`src/rtl/capture_reader.sv`:
```
// Capture memory readout: unrolls the sampler's circular buffer, oldest
// pre-trigger sample first, onto a valid/ready stream.
module capture_reader #(
  parameter int ADDR_W      = 8,
  parameter int DATA_W      = 8,
  parameter int PRE_SAMPLES = 2**(ADDR_W-1)
) (
  input  logic              clk_50mhz,
  input  logic              reset,
  input  logic              activate,
  input  logic              abort,
  input  logic [ADDR_W-1:0] trig_addr,
  output logic              done,
  output logic              busy,
  output logic [ADDR_W-1:0] mem_addr,
  output logic              mem_re,
  input  logic [DATA_W-1:0] mem_data,
  output logic [DATA_W-1:0] out_data,
  output logic              out_valid,
  input  logic              out_ready,
  output logic              out_last
);

  localparam logic [ADDR_W:0]   LAST_IDX = {1'b0, {ADDR_W{1'b1}}};
  localparam logic [ADDR_W:0]   CNT_ONE  = {{ADDR_W{1'b0}}, 1'b1};
  localparam logic [ADDR_W-1:0] ADDR_ONE = {{(ADDR_W-1){1'b0}}, 1'b1};
  localparam logic [ADDR_W-1:0] PRE_OFS  = ADDR_W'(PRE_SAMPLES);

  typedef enum logic [1:0] {
    IDLE  = 2'd0,
    READ  = 2'd1,
    DRAIN = 2'd2,
    DONE  = 2'd3
  } state_t;

  state_t              state_r;
  state_t              state_nxt_s;
  logic                done_r;
  logic                busy_r;
  logic [ADDR_W-1:0]   addr_r;
  logic [ADDR_W:0]     rd_cnt_r;
  logic [ADDR_W:0]     beat_r;
  logic                rd_vld_r;
  logic [DATA_W-1:0]   fifo_r [2];
  logic                wr_ptr_r;
  logic                rd_ptr_r;
  logic [1:0]          count_r;

  logic [ADDR_W-1:0]   start_s;
  logic                valid_s;
  logic                pop_s;
  logic                credit_ok_s;
  logic                mem_re_s;
  logic                abort_s;

  assign start_s  = trig_addr - PRE_OFS;
  assign valid_s  = (count_r != 2'd0);
  assign pop_s    = valid_s & out_ready;
  assign abort_s  = abort & (state_r != IDLE);
  // Head is popped this cycle, so a read may issue when the FIFO is full but draining.
  assign credit_ok_s = (({1'b0, count_r} + {2'b00, rd_vld_r} - {2'b00, pop_s}) < 3'd2);

  // State register plus registered status outputs derived from the next state
  always_ff @(posedge clk_50mhz or negedge reset) begin
    if (!reset) begin
      state_r <= IDLE;
      done_r  <= 1'b0;
      busy_r  <= 1'b0;
    end else begin
      state_r <= state_nxt_s;
      done_r  <= (state_nxt_s == DONE);
      busy_r  <= (state_nxt_s != IDLE);
    end
  end

  // Next-state logic; abort beats activate and any progress
  always_comb begin
    state_nxt_s = state_r;
    case (state_r)
      IDLE: begin
        if (activate && !abort) state_nxt_s = READ;
        else                    state_nxt_s = IDLE;
      end
      READ: begin
        if (abort)                                  state_nxt_s = IDLE;
        else if (mem_re_s && (rd_cnt_r == LAST_IDX)) state_nxt_s = DRAIN;
        else                                        state_nxt_s = READ;
      end
      DRAIN: begin
        if (abort)                                state_nxt_s = IDLE;
        else if (pop_s && (beat_r == LAST_IDX))   state_nxt_s = DONE;
        else                                      state_nxt_s = DRAIN;
      end
      DONE:    state_nxt_s = IDLE;
      default: state_nxt_s = IDLE;
    endcase
  end

  // Read issue: only while reading and while the FIFO credit allows it
  always_comb begin
    mem_re_s = 1'b0;
    if ((state_r == READ) && credit_ok_s) mem_re_s = 1'b1;
    else                                  mem_re_s = 1'b0;
  end

  // Read address/counters, read-return tracking and the 2-entry output FIFO
  always_ff @(posedge clk_50mhz or negedge reset) begin
    if (!reset) begin
      addr_r    <= '0;
      rd_cnt_r  <= '0;
      beat_r    <= '0;
      rd_vld_r  <= 1'b0;
      fifo_r[0] <= '0;
      fifo_r[1] <= '0;
      wr_ptr_r  <= 1'b0;
      rd_ptr_r  <= 1'b0;
      count_r   <= 2'd0;
    end else if (abort_s) begin
      rd_vld_r <= 1'b0;
      wr_ptr_r <= 1'b0;
      rd_ptr_r <= 1'b0;
      count_r  <= 2'd0;
    end else begin
      rd_vld_r <= mem_re_s;
      if ((state_r == IDLE) && activate && !abort) begin
        addr_r   <= start_s;
        rd_cnt_r <= '0;
        beat_r   <= '0;
      end else if (mem_re_s) begin
        addr_r   <= addr_r + ADDR_ONE;
        rd_cnt_r <= rd_cnt_r + CNT_ONE;
      end
      if (rd_vld_r) begin
        fifo_r[wr_ptr_r] <= mem_data;
        wr_ptr_r         <= ~wr_ptr_r;
      end
      if (pop_s) begin
        rd_ptr_r <= ~rd_ptr_r;
        beat_r   <= beat_r + CNT_ONE;
      end
      count_r <= count_r + {1'b0, rd_vld_r} - {1'b0, pop_s};
    end
  end

  assign done      = done_r;
  assign busy      = busy_r;
  assign mem_addr  = addr_r;
  assign mem_re    = mem_re_s;
  assign out_data  = fifo_r[rd_ptr_r];
  assign out_valid = valid_s;
  assign out_last  = valid_s & (beat_r == LAST_IDX);

endmodule

```
`config.mk`:
```
export PLATFORM = sky130hd
export DESIGN_NAME = capture_reader
export DESIGN_NICKNAME = d
export VERILOG_FILES = /design/src/rtl/capture_reader.sv
export SDC_FILE = /design/constraint.sdc
export NUM_CORES = 1
export LEC_CHECK = 0
export CORE_ASPECT_RATIO = 0.6
export CORE_MARGIN = 2
export CORE_UTILIZATION = 53
export CTS_CLUSTER_DIAMETER = 40
export DETAILED_ROUTE_END_ITERATION = 10
export MAX_ROUTING_LAYER = met4
export PLACE_DENSITY = 0.77
export SLEW_MARGIN = 5
export SYNTH_ARGS = -nofsm -noshare
export SYNTH_HDL_FRONTEND = slang
export SYNTH_SLANG_ARGS = --single-unit
export TNS_END_PERCENT = 20
```
`constraint.sdc`:
```
create_clock -name clk_50mhz -period 2.98 [get_ports clk_50mhz]
set_input_delay 0.596 -clock clk_50mhz [delete_from_list [all_inputs] [get_ports clk_50mhz]]
set_output_delay 0.596 -clock clk_50mhz [all_outputs]
set_load 0.02 [all_outputs]
```
==> flow_summary_export.csv <==
group,metric,value,unit
timing,fin_crit,2.80,ns
grt,grt_pass1_wl,9.28,mm
drt,wirelength,5.36,mm
final_layout,multi_input_area,0.00125,mm2
floorplan,die_area,0.00546,mm2
timing,relSlewSlack,57.1,%
final_layout,post-route-util,70.3,%
pwr,p_per_area,872,mW/mm2
timing,skew,0.0103,ns
grt,grt.overflow.total,0,
floorplan,rows,19,
place,gp_congestion,0.839,
logic_synthesis,yosysSeqAreaShare,49.5,%
drt,wl_per_cell,15.2,um
logic_synthesis,async_reset_ff_share,100,%
drt,viasPerCell,5.55,
place,dp_slack,-0.563,ns
grt,grt_use_total,22.7,%
critical_path,critPathMaxFanout,3,
drt,vias,1959,
timing,slew_violations,0,
final_layout,area_growth_syn_to_layout,26.4,%
final_layout,regArea,0.00128,mm2
drt,drt-initial-drc-count,68,
clocking,numCtsBuffers,5,
critical_path,crit_type,"register to output port",
logic_synthesis,synth_edf_count,0,
timing,rsz0062_at_grt,"no",
drt,drc,0,
final_layout,final_area,0.00326,mm2
timing,setup_tns,0,ns
place,placedInstanceArea,0.00311,mm2
critical_path,critPathSlowestCell,"dfrtp_1",
flow_run,cap_violations,0,
clocking,cts_tree,"built",
final_layout,layout_commonest_cell,"dfrtp_1",
outcome,outcome,"finished clean",
clocking,clock_latency,0.30,ns
final_layout,layout_common_cells,"dfrtp_1 (51), clkdlybuf4s50_1 (37), mux2_2 (25)",
floorplan,ios,42,
timing,hold_viol_final,0,
timing,setup_ws,0.176,ns
final_layout,final_nets,317,
logic_synthesis,synth_area,0.00258,mm2
clocking,clock_path_buffers,2,
drt,first_pass_iters,4,
timing,worstMarginPinSlew,0.643,ns
critical_path,crit_chain,"o21ai_1, mux2i_1, ha_2, inv_2, fa_2, xor2_4, nor4bb_4, buf_4",
critical_path,arrival,2.21,ns
place,io_buffers,41,
logic_synthesis,synthCells,237,
logic_synthesis,ys_warn_count,0,
clocking,cts.clk_slew.worst_paths,0.10,ns
clocking,cts.sinks,51,
floorplan,die_y,58.0,um
logic_synthesis,syn-num-nets,265,
grt,grt_max_degree,52,
logic_synthesis,yosysUniqueCellTypes,40,
place,dp_cells,345,
pwr,peakVddDrop,0.000495,V
floorplan,core-area,0.00464,mm2
grt,grt_pass1_vias,1941,
drt,drtAntennaViolNets,0,
final_layout,instances_no_fill,353,
floorplan,start_util,55.6,%
critical_path,slowest_delay,0.41,ns
timing,period_share,94.1,%
critical_path,crit_required,2.38,ns
final_layout,n_antenna_cell,0,
final_layout,num-fill-cells,335,
timing,finalSetupViolCount,0,
logic_synthesis,syn_avg_cell_area,10.9,um2
final_layout,drive_above_1_share,21.4,%
logic_synthesis,synthFlopType,"dfrtp_1",
clocking,cts_root_buf,"clkbuf_8",
critical_path,r2r_slack,0.33,ns
timing,max_freq,357,MHz
floorplan,die_w,94.1,um
critical_path,worst_setup_path_start_kind,"register",
logic_synthesis,synth-seq-cells,51,
hold_path,worstHoldPathType,"input port to asynchronous set/reset pin",
pwr,p_leak,1.38,nW
clocking,htreeDepth,2,
place,dp_hpwl,3.86,mm
critical_path,worstSetupEndpointType,"output port",
grt,antenna_found_initial,0,
-- metal layers --
metal  vias to the layer above  share of wire, %  track usage, %
li1                        948                 -               -
met1                       963                52            33.5
met2                        41                43            32.4
met3                         7               3.3            4.55
met4                         0               1.2            6.00
met5                         -                 0               -
-- area by class of cell --
class	count	area share, %
clock buffers	6	2.53
clock inverters	2	1.19
inverters	8	0.921
multi-input cells	168	38.3
flip-flops and latches	51	39.1
well taps	63	2.42
repair buffers	55	15.5
-- final timing paths --
kind                                     to  depth (start not counted)         from
worst max-delay path                 mem_re                          8   count_r[0]
worst min-delay path              beat_r[7]                          2        reset
worst max register to register  mem_addr[7]                         11   count_r[0]
worst min register to register  rd_cnt_r[8]                          2  rd_cnt_r[8]
max in group asynchronous       rd_cnt_r[8]                          2        reset
min in group clk_50mhz          rd_cnt_r[8]                          2  rd_cnt_r[8]
-- worst max-delay path: cells and delay by family (launching register included) --
family | cells | cell delay (ns)
xor gates and xnor gates | 1 | 0.20
buffers and inverters | 2 | 0.21
DFF | 1 | 0.41
and+or+nand+nor | 1 | 0.26
muxes | 1 | 0.15
adders and majority gates | 2 | 0.57
AOI/OAI and AO/OA | 1 | 0.10
-- metrics by stage --
stage               total power [mW]  hold WS, ns
floorplan                       1.78        0.300
global placement                2.25        0.479
detailed placement              2.29        0.487
CTS                             2.81        0.403
global route                    3.03        0.444
finish                          2.84        0.387
-- kinds of logic (layout without fill, tap and decap cells) --
logic type	count (synthesis)	in the layout	share of synthesized area (%)
buffers and inverters	18	71	3.78
AOI/OAI and AO/OA	36	36	8.93
xor gates and xnor gates	11	11	3.74
muxes	30	30	12.9
adders and majority gates	7	7	3.69
and+or+nand+nor	84	84	17.5
DFF	51	51	49.5
-- power by group --
group	internal [mW]	switching (mW)	leakage [nW]
sequential	0.900	0.196	0.664
combinational	0.662	0.583	0.655
clock	0.276	0.228	0.0618
total	1.84	1.01	1.38
-- registers in the layout, indices dropped and copies added (netlist names) --
| signal | count |
|---|---|
| done | 1 |
| beat_r | 9 |
| state_r | 2 |
| rd_ptr_r | 1 |
| rd_cnt_r | 9 |
| count_r | 2 |
| rd_vld_r | 1 |
| fifo_r | 16 |
| wr_ptr_r | 1 |
| mem_addr | 8 |
| busy | 1 |
-- Yosys cell counts (4+ instances only) --
library cell  number  area, um2
dfrtp_1           51       1280
mux2_2            25        282
nor2_1            20       75.1
nand2_1           17       63.8
o21ai_0           14       70.1
nand3_1           12       60.1
xnor2_1           10       87.6
inv_1              8       30.0
nor3_1             7       35.0
ha_1               6       75.1
nor4_1             6       37.5
o21ai_1            6       30.0
clkbuf_1           5       18.8
mux2i_1            5       50.1
a21oi_1            4       20.0
a221o_1            4       40.0
-- what timing repair did --
| action | in CTS | in global routing |
|---|---|---|
| cloned | 0 | 0 |
| pin swaps | 2 | 3 |
| setup buffers | 0 | 0 |
| setup endpoints to repair | 1 | 2 |
| gates resized for setup | 10 | 7 |
| hold buffers | 0 | 0 |
Power figures use the tool's default switching activity.
